File: src/rtl/imem_fetch_ctrl.sv
// Instruction-fetch controller: owns the PC, reads the combinational ROM once
// per cycle, and buffers fetched words in a 2-entry queue for decode.
module imem_fetch_ctrl #(
  parameter int              N         = 32,
  parameter int              INS       = 1000,
  parameter logic [N-1:0]    HALT_WORD = {N{1'b1}}
) (
  input  logic         clk,
  input  logic         rst,
  input  logic         start,
  input  logic [N-1:0] start_pc,
  input  logic         redirect,
  input  logic [N-1:0] redirect_pc,
  output logic [N-1:0] imem_pc,
  input  logic [N-1:0] imem_instr,
  output logic         out_valid,
  input  logic         out_ready,
  output logic [N-1:0] out_instr,
  output logic [N-1:0] out_pc,
  output logic         busy,
  output logic         done
);

  typedef enum logic [1:0] {
    S_IDLE  = 2'd0,
    S_FETCH = 2'd1,
    S_DRAIN = 2'd2,
    S_DONE  = 2'd3
  } state_t;

  localparam logic [N-1:0] INS_LIM = N'(INS);

  state_t       state_q, state_d;
  logic [N-1:0] pc_q, pc_d;
  logic [1:0]   count_q, count_d;
  // Entry 0 is always the queue head; entry 1 is the younger word.
  logic [N-1:0] q_pc_q    [0:1];
  logic [N-1:0] q_pc_d    [0:1];
  logic [N-1:0] q_instr_q [0:1];
  logic [N-1:0] q_instr_d [0:1];

  logic       pop;
  logic [1:0] cnt_after_pop;

  assign pop           = (count_q != 2'd0) && out_ready;
  assign cnt_after_pop = count_q - {1'b0, pop};

  // Next-state logic: start, redirect/flush, fetch/push, pop and drain.
  always_comb begin
    // NOTE: every variable gets a default before any branch so no path leaves
    // one unassigned, which would otherwise infer a latch.
    state_d      = state_q;
    pc_d         = pc_q;
    count_d      = count_q;
    q_pc_d[0]    = q_pc_q[0];
    q_pc_d[1]    = q_pc_q[1];
    q_instr_d[0] = q_instr_q[0];
    q_instr_d[1] = q_instr_q[1];

    unique case (state_q)
      S_IDLE, S_DONE: begin
        if (start) begin
          pc_d    = start_pc;
          count_d = 2'd0;
          state_d = S_FETCH;
        end
      end
      S_FETCH, S_DRAIN: begin
        if (redirect) begin
          // A same-cycle handshake still consumes the head; everything else
          // in the queue belongs to the abandoned path.
          count_d = 2'd0;
          pc_d    = redirect_pc;
          state_d = S_FETCH;
        end else begin
          if (pop) begin
            q_pc_d[0]    = q_pc_q[1];
            q_instr_d[0] = q_instr_q[1];
          end
          count_d = cnt_after_pop;
          if (state_q == S_FETCH) begin
            if (pc_q >= INS_LIM) begin
              state_d = S_DRAIN;
            end else if (count_q < 2'd2) begin
              // Fullness uses the pre-pop count so the ROM read never depends
              // on out_ready.
              q_pc_d[cnt_after_pop[0]]    = pc_q;
              q_instr_d[cnt_after_pop[0]] = imem_instr;
              count_d = cnt_after_pop + 2'd1;
              pc_d    = pc_q + 1'b1;
              if (imem_instr == HALT_WORD) state_d = S_DRAIN;
            end
          end else if (cnt_after_pop == 2'd0) begin
            state_d = S_DONE;
          end
        end
      end
      default: state_d = S_IDLE;
    endcase
  end

  // State, PC and queue registers with asynchronous reset.
  always_ff @(posedge clk or posedge rst) begin
    if (rst) begin
      state_q      <= S_IDLE;
      pc_q         <= '0;
      count_q      <= 2'd0;
      // NOTE: the queue storage is reset too, because out_pc/out_instr are
      // read straight from entry 0 and must be 0 out of reset.
      q_pc_q[0]    <= '0;
      q_pc_q[1]    <= '0;
      q_instr_q[0] <= '0;
      q_instr_q[1] <= '0;
    end else begin
      // NOTE: non-blocking assignments so every register samples the values
      // from before this edge, independent of statement order.
      state_q      <= state_d;
      pc_q         <= pc_d;
      count_q      <= count_d;
      q_pc_q[0]    <= q_pc_d[0];
      q_pc_q[1]    <= q_pc_d[1];
      q_instr_q[0] <= q_instr_d[0];
      q_instr_q[1] <= q_instr_d[1];
    end
  end

  assign imem_pc   = pc_q;
  assign out_valid = (count_q != 2'd0);
  assign out_pc    = q_pc_q[0];
  assign out_instr = q_instr_q[0];
  assign busy      = (state_q == S_FETCH) || (state_q == S_DRAIN);
  assign done      = (state_q == S_DONE);

endmodule
File: config.mk
export PLATFORM = sky130hd
export DESIGN_NAME = imem_fetch_ctrl
export DESIGN_NICKNAME = d
export VERILOG_FILES = /design/src/rtl/imem_fetch_ctrl.sv
export SDC_FILE = /design/constraint.sdc
export NUM_CORES = 1
export LEC_CHECK = 0
export CAP_MARGIN = 20
export CORE_MARGIN = 2
export CORE_UTILIZATION = 46
export DETAILED_ROUTE_END_ITERATION = 12
export GPL_TIMING_DRIVEN = 0
export PLACE_DENSITY = 0.79
export RECOVER_POWER = 50
export SLEW_MARGIN = 20
export SYNTH_ARGS = -nofsm -noshare
export SYNTH_HDL_FRONTEND = slang
export SYNTH_SLANG_ARGS = --single-unit
File: constraint.sdc
create_clock -name clk -period 17.5 [get_ports clk]
set_input_delay 3.5 -clock clk [delete_from_list [all_inputs] [get_ports clk]]
set_output_delay 3.5 -clock clk [all_outputs]
set_load 0.1 [all_outputs]
==> parameters.txt <==
Parameter                              Value

Clock tree
  Number of sinks driven by the clock tree    164
  Total setup buffers inserted after CTS    0
  TritonCTS clock tree    done
  Hold-fix buffers, CTS    0
  Later-pin clock latency in the skew report    0.43 ns
  Clock buffer depth    2
  TritonCTS buffer count    17
  Clk root buf    sky130_fd_sc_hd__clkbuf_16
  Post-CTS resize count    0
  Depth of the CTS H-tree    4
  Clock transition at path regs    0.07 ns

Critical path
  CP Launch Type    input pin
  Required time of the worst setup path    16.82 ns
  Depth of the worst register-to-register path    8
  Critical path type    in2async
  CP endpoint kind    async pin
  Critical Path Slowest Stage Cell    sky130_fd_sc_hd__clkbuf_1
  Buffering stage count on the worst path with inverters included    3
  Arr. time, crit path    9.45 ns
  Minimum setup slack among reg-to-reg paths    14.21 ns
  Critical path's top delay family    buffers and inverters
  Maximum fanout encountered on the critical timing path    94
  Sequence of cells on the critical path    dlygate4sd3_1 > clkinvlp_2 > clkbuf_1
  Slowest cell delay on critical path    3.64 ns
  Worst r2r src    imem_pc[23]

Global routing
  Total GRT Usage    24.3%
  Via count of the first global-routing pass    6908
  Global-route congestion overflow total    0
  Largest net degree at the start of global routing    95
  Wire length of the first global-routing pass    37400 um
  Number of antenna violations at the first check in global routing    0

Yosys
  Yosys warning count    0
  Gate Count Post-Synth    777
  Mean area per synthesized cell    10.9 um^2
  Sequential cell area fraction in the yosys report    48.4%
  Net count after synthesis    885
  Netlist Area Pre-Place    8480 um^2
  Post-synth EDFFs    0
  Flip-flop and latch count after synthesis    164
  Count of different cell masters after synthesis    63
  Top FF cell, synth    sky130_fd_sc_hd__dfrtp_1
  Async set or reset register ratio after synthesis    100%

Route
  Remaining antenna violation count after routing    0
  Starting DRC count in detailed routing    494
  Wire length reported by the detailed router    23700 um
  Via-to-Cell Ratio    5.73
  Vias    7088
  First-pass iteration count of the detailed router    5
  DRC viols    0
  Drt wl/cell    19.2 um

Pwr
  Standby leakage power    5.04 nW
  Switching power total    0.000820 W
  Switching share of total power    49.6%
  Cell-internal power    0.000832 W
  Max VDD drop    0.000164 V
  Seq pwr share    29.9%
  Clock share of power    23.1%
  Power Dens Cells    146 nW/um^2
  Part of the total power dissipated in combinational logic    47.0%

STA
  Number of failing setup endpoints in the final timing report    0
  Setup repair after global routing missed its margin    false
  Setup_tns    0 ns
  Hold Violations, Final    0
  Relative slew slack    -237%
  Post-layout minimum cycle time    10.13 ns
  Post-Route Hold Slack    0.480 ns
  Final Cycle Share    57.9%
  Clk_skew    0.0162 ns
  Tightest Pin Transition    5.05 ns
  Max-slew violations    167
  Maximum operating frequency    0.0987 GHz

Hold path
  Hold-critical path depth    1
  Worst Hold Class    reg2reg

Final layout
  # nets final    1103
  Fraction of layout cells with a size suffix above 1    17.3%
  # diodes    0
  P&R area growth vs syn    33.4%

Floorplan
  Vert. Die Dim    140 um
  Area enclosed by the die boundary    19500 um^2
  Total number of placement rows    49
  Initial standard-cell utilization of the core    47.1%
  Count of boundary I/O pins    200
  Die Wd    140 um
  Placeable core area    18000 um^2

Outcome
  Outcome    complete, but fails checks
  Violated checks    capacitance limit, slew limit

Place
  Number of port buffers    198
  Final weighted congestion in routability-driven placement    0.907
  Final HPWL from detailed placement    17500 um

Job
  Number of maximum-capacitance violations    2
==> power by group through the flow <==
stage	Sequential, W	Combinational (W)	Clock (W)
floorplan	0.000741	0.000294	0
global placement	0.000496	0.000761	0
detailed placement	0.000496	0.000768	0
CTS	0.000491	0.000771	0.000388
global route	0.000499	0.000816	0.000404
finish	0.000494	0.000776	0.000382
==> kinds of logic after synthesis <==
logic type	after synthesis	synth area share, %
simple gates	222	15.5
compound gates	186	17.6
flops	164	48.4
buf+inv	138	9.84
mux	50	6.55
xor+xnor	10	1.03
fa+ha+maj	7	1.12
==> worst max-delay path by stage <==
stage	startpoint	depth (start not counted)	to
2_1_floorplan	rst	1	async pin
3_3_place_gp	rst	2	imem_pc[19]
3_5_place_dp	state_q[0]	6	busy
4_1_cts	state_q[0]	6	busy
5_1_grt	rst	3	out_pc[5]
6_report	rst	3	imem_pc[10]
==> worst register-to-register path, cell delays in order, from the launching register on <==
cell and delay (ns):
sky130_fd_sc_hd__dfrtp_1 0.38, sky130_fd_sc_hd__buf_2 0.17, sky130_fd_sc_hd__nor4_1 0.46, sky130_fd_sc_hd__o211a_2 0.34, sky130_fd_sc_hd__and3_4 0.22, sky130_fd_sc_hd__nor3b_1 0.19, sky130_fd_sc_hd__clkbuf_1 0.45, sky130_fd_sc_hd__clkbuf_1 0.56
sky130_fd_sc_hd__mux2_1 0.40
==> metrics by stage <==
stage | area (um^2) | power [W] | std cells | worst slack [ns] | util (%)
floorplan | 8480 | 0.00104 | 777 | 9.57 | -
global placement | 10800 | 0.00126 | 1204 | 7.42 | 59.7
detailed placement | 10800 | 0.00126 | 1205 | 11.02 | 59.9
CTS | 11400 | 0.00165 | 1237 | 10.53 | 63.3
global route | 11300 | 0.00172 | 1237 | 5.93 | 62.8
finish | 11300 | 0.00165 | 1237 | 7.37 | 62.8
==> layer usage <==
| metal | vias to the layer above | routed length (um) | global-route usage [%] |
|---|---|---|---|
| met5 | - | 0 | 0 |
| met4 | 0 | 561 | 8.79 |
| met3 | 61 | 2100 | 5.20 |
| met2 | 376 | 11000 | 38.8 |
| met1 | 3382 | 10000 | 32.8 |
| li1 | 3269 | - | - |
==> cell usage after synthesis, drive strengths merged, types with 2 or more instances <==
master | instances | area, um^2
nand3 | 17 | 85.1
ha | 6 | 75.1
o31ai | 3 | 22.5
or4 | 3 | 22.5
o221a | 42 | 473
nand4b | 2 | 17.5
a211o | 2 | 17.5
o21a | 9 | 67.6
o22ai | 3 | 18.8
xor2 | 4 | 35.0
and3 | 8 | 55.1
buf | 89 | 651
nor2b | 24 | 150
dfrtp | 164 | 4100
nor3 | 8 | 40.0
or2 | 3 | 18.8
a22oi | 5 | 37.5
and4 | 4 | 36.3
clkbuf | 34 | 128
o211ai | 3 | 22.5
a21oi | 37 | 189
mux2i | 6 | 60.1
nand4 | 18 | 125
and2 | 3 | 18.8
a31oi | 7 | 43.8
a22o | 25 | 219
nand2 | 28 | 105
o31a | 7 | 61.3
o311ai | 10 | 87.6
nand2b | 14 | 87.6
a31o | 2 | 17.5
xnor2 | 6 | 52.6
mux2 | 44 | 495
nor4 | 14 | 87.6
a2bb2oi | 3 | 26.3
a21o | 2 | 15.0
nor2 | 31 | 116
nand3b | 42 | 315
inv | 14 | 52.6
o32ai | 2 | 17.5
o21ai | 17 | 85.1
==> area by class of cell <==
type | instances | area [um^2]
plain buffers | 123 | 722
inverters | 15 | 57.6
clock inverters | 15 | 199
multi-input cells | 475 | 3540
flip-flops and latches | 164 | 4100
fillers | 1498 | 6700
clock buffers | 17 | 425
repair buffers | 199 | 1990
well taps | 229 | 287
==> layout by cell type, fill, tap and decap left out, types with 4 or more instances in the layout <==
| cell type | count |
|---|---|
| sky130_fd_sc_hd__clkdlybuf4s50_1 | 195 |
| sky130_fd_sc_hd__buf_4 | 64 |
| sky130_fd_sc_hd__mux2_2 | 6 |
| sky130_fd_sc_hd__o31a_1 | 7 |
| sky130_fd_sc_hd__nand3b_1 | 42 |
| sky130_fd_sc_hd__nand4_1 | 16 |
| sky130_fd_sc_hd__o311ai_0 | 10 |
| sky130_fd_sc_hd__nor4_1 | 14 |
| sky130_fd_sc_hd__inv_1 | 13 |
| sky130_fd_sc_hd__nor3_1 | 8 |
| sky130_fd_sc_hd__mux2_1 | 38 |
| sky130_fd_sc_hd__clkbuf_1 | 44 |
| sky130_fd_sc_hd__nor2_1 | 31 |
| sky130_fd_sc_hd__nand2_1 | 28 |
| sky130_fd_sc_hd__xnor2_1 | 6 |
| sky130_fd_sc_hd__ha_1 | 6 |
| sky130_fd_sc_hd__o21ai_0 | 17 |
| sky130_fd_sc_hd__clkinv_8 | 6 |
| sky130_fd_sc_hd__nor2b_1 | 24 |
| sky130_fd_sc_hd__a22oi_1 | 5 |
| sky130_fd_sc_hd__o221a_2 | 42 |
| sky130_fd_sc_hd__clkbuf_16 | 17 |
| sky130_fd_sc_hd__xor2_1 | 4 |
| sky130_fd_sc_hd__o21a_1 | 9 |
| sky130_fd_sc_hd__buf_2 | 16 |
| sky130_fd_sc_hd__nand2b_1 | 14 |
| sky130_fd_sc_hd__nand3_1 | 17 |
| sky130_fd_sc_hd__a22o_1 | 25 |
| sky130_fd_sc_hd__dfrtp_1 | 164 |
| sky130_fd_sc_hd__mux2i_1 | 6 |
| sky130_fd_sc_hd__and3_1 | 7 |
| sky130_fd_sc_hd__a21oi_1 | 36 |
| sky130_fd_sc_hd__a31oi_1 | 7 |
No activity file was read; power rests on OpenSTA's default activity.
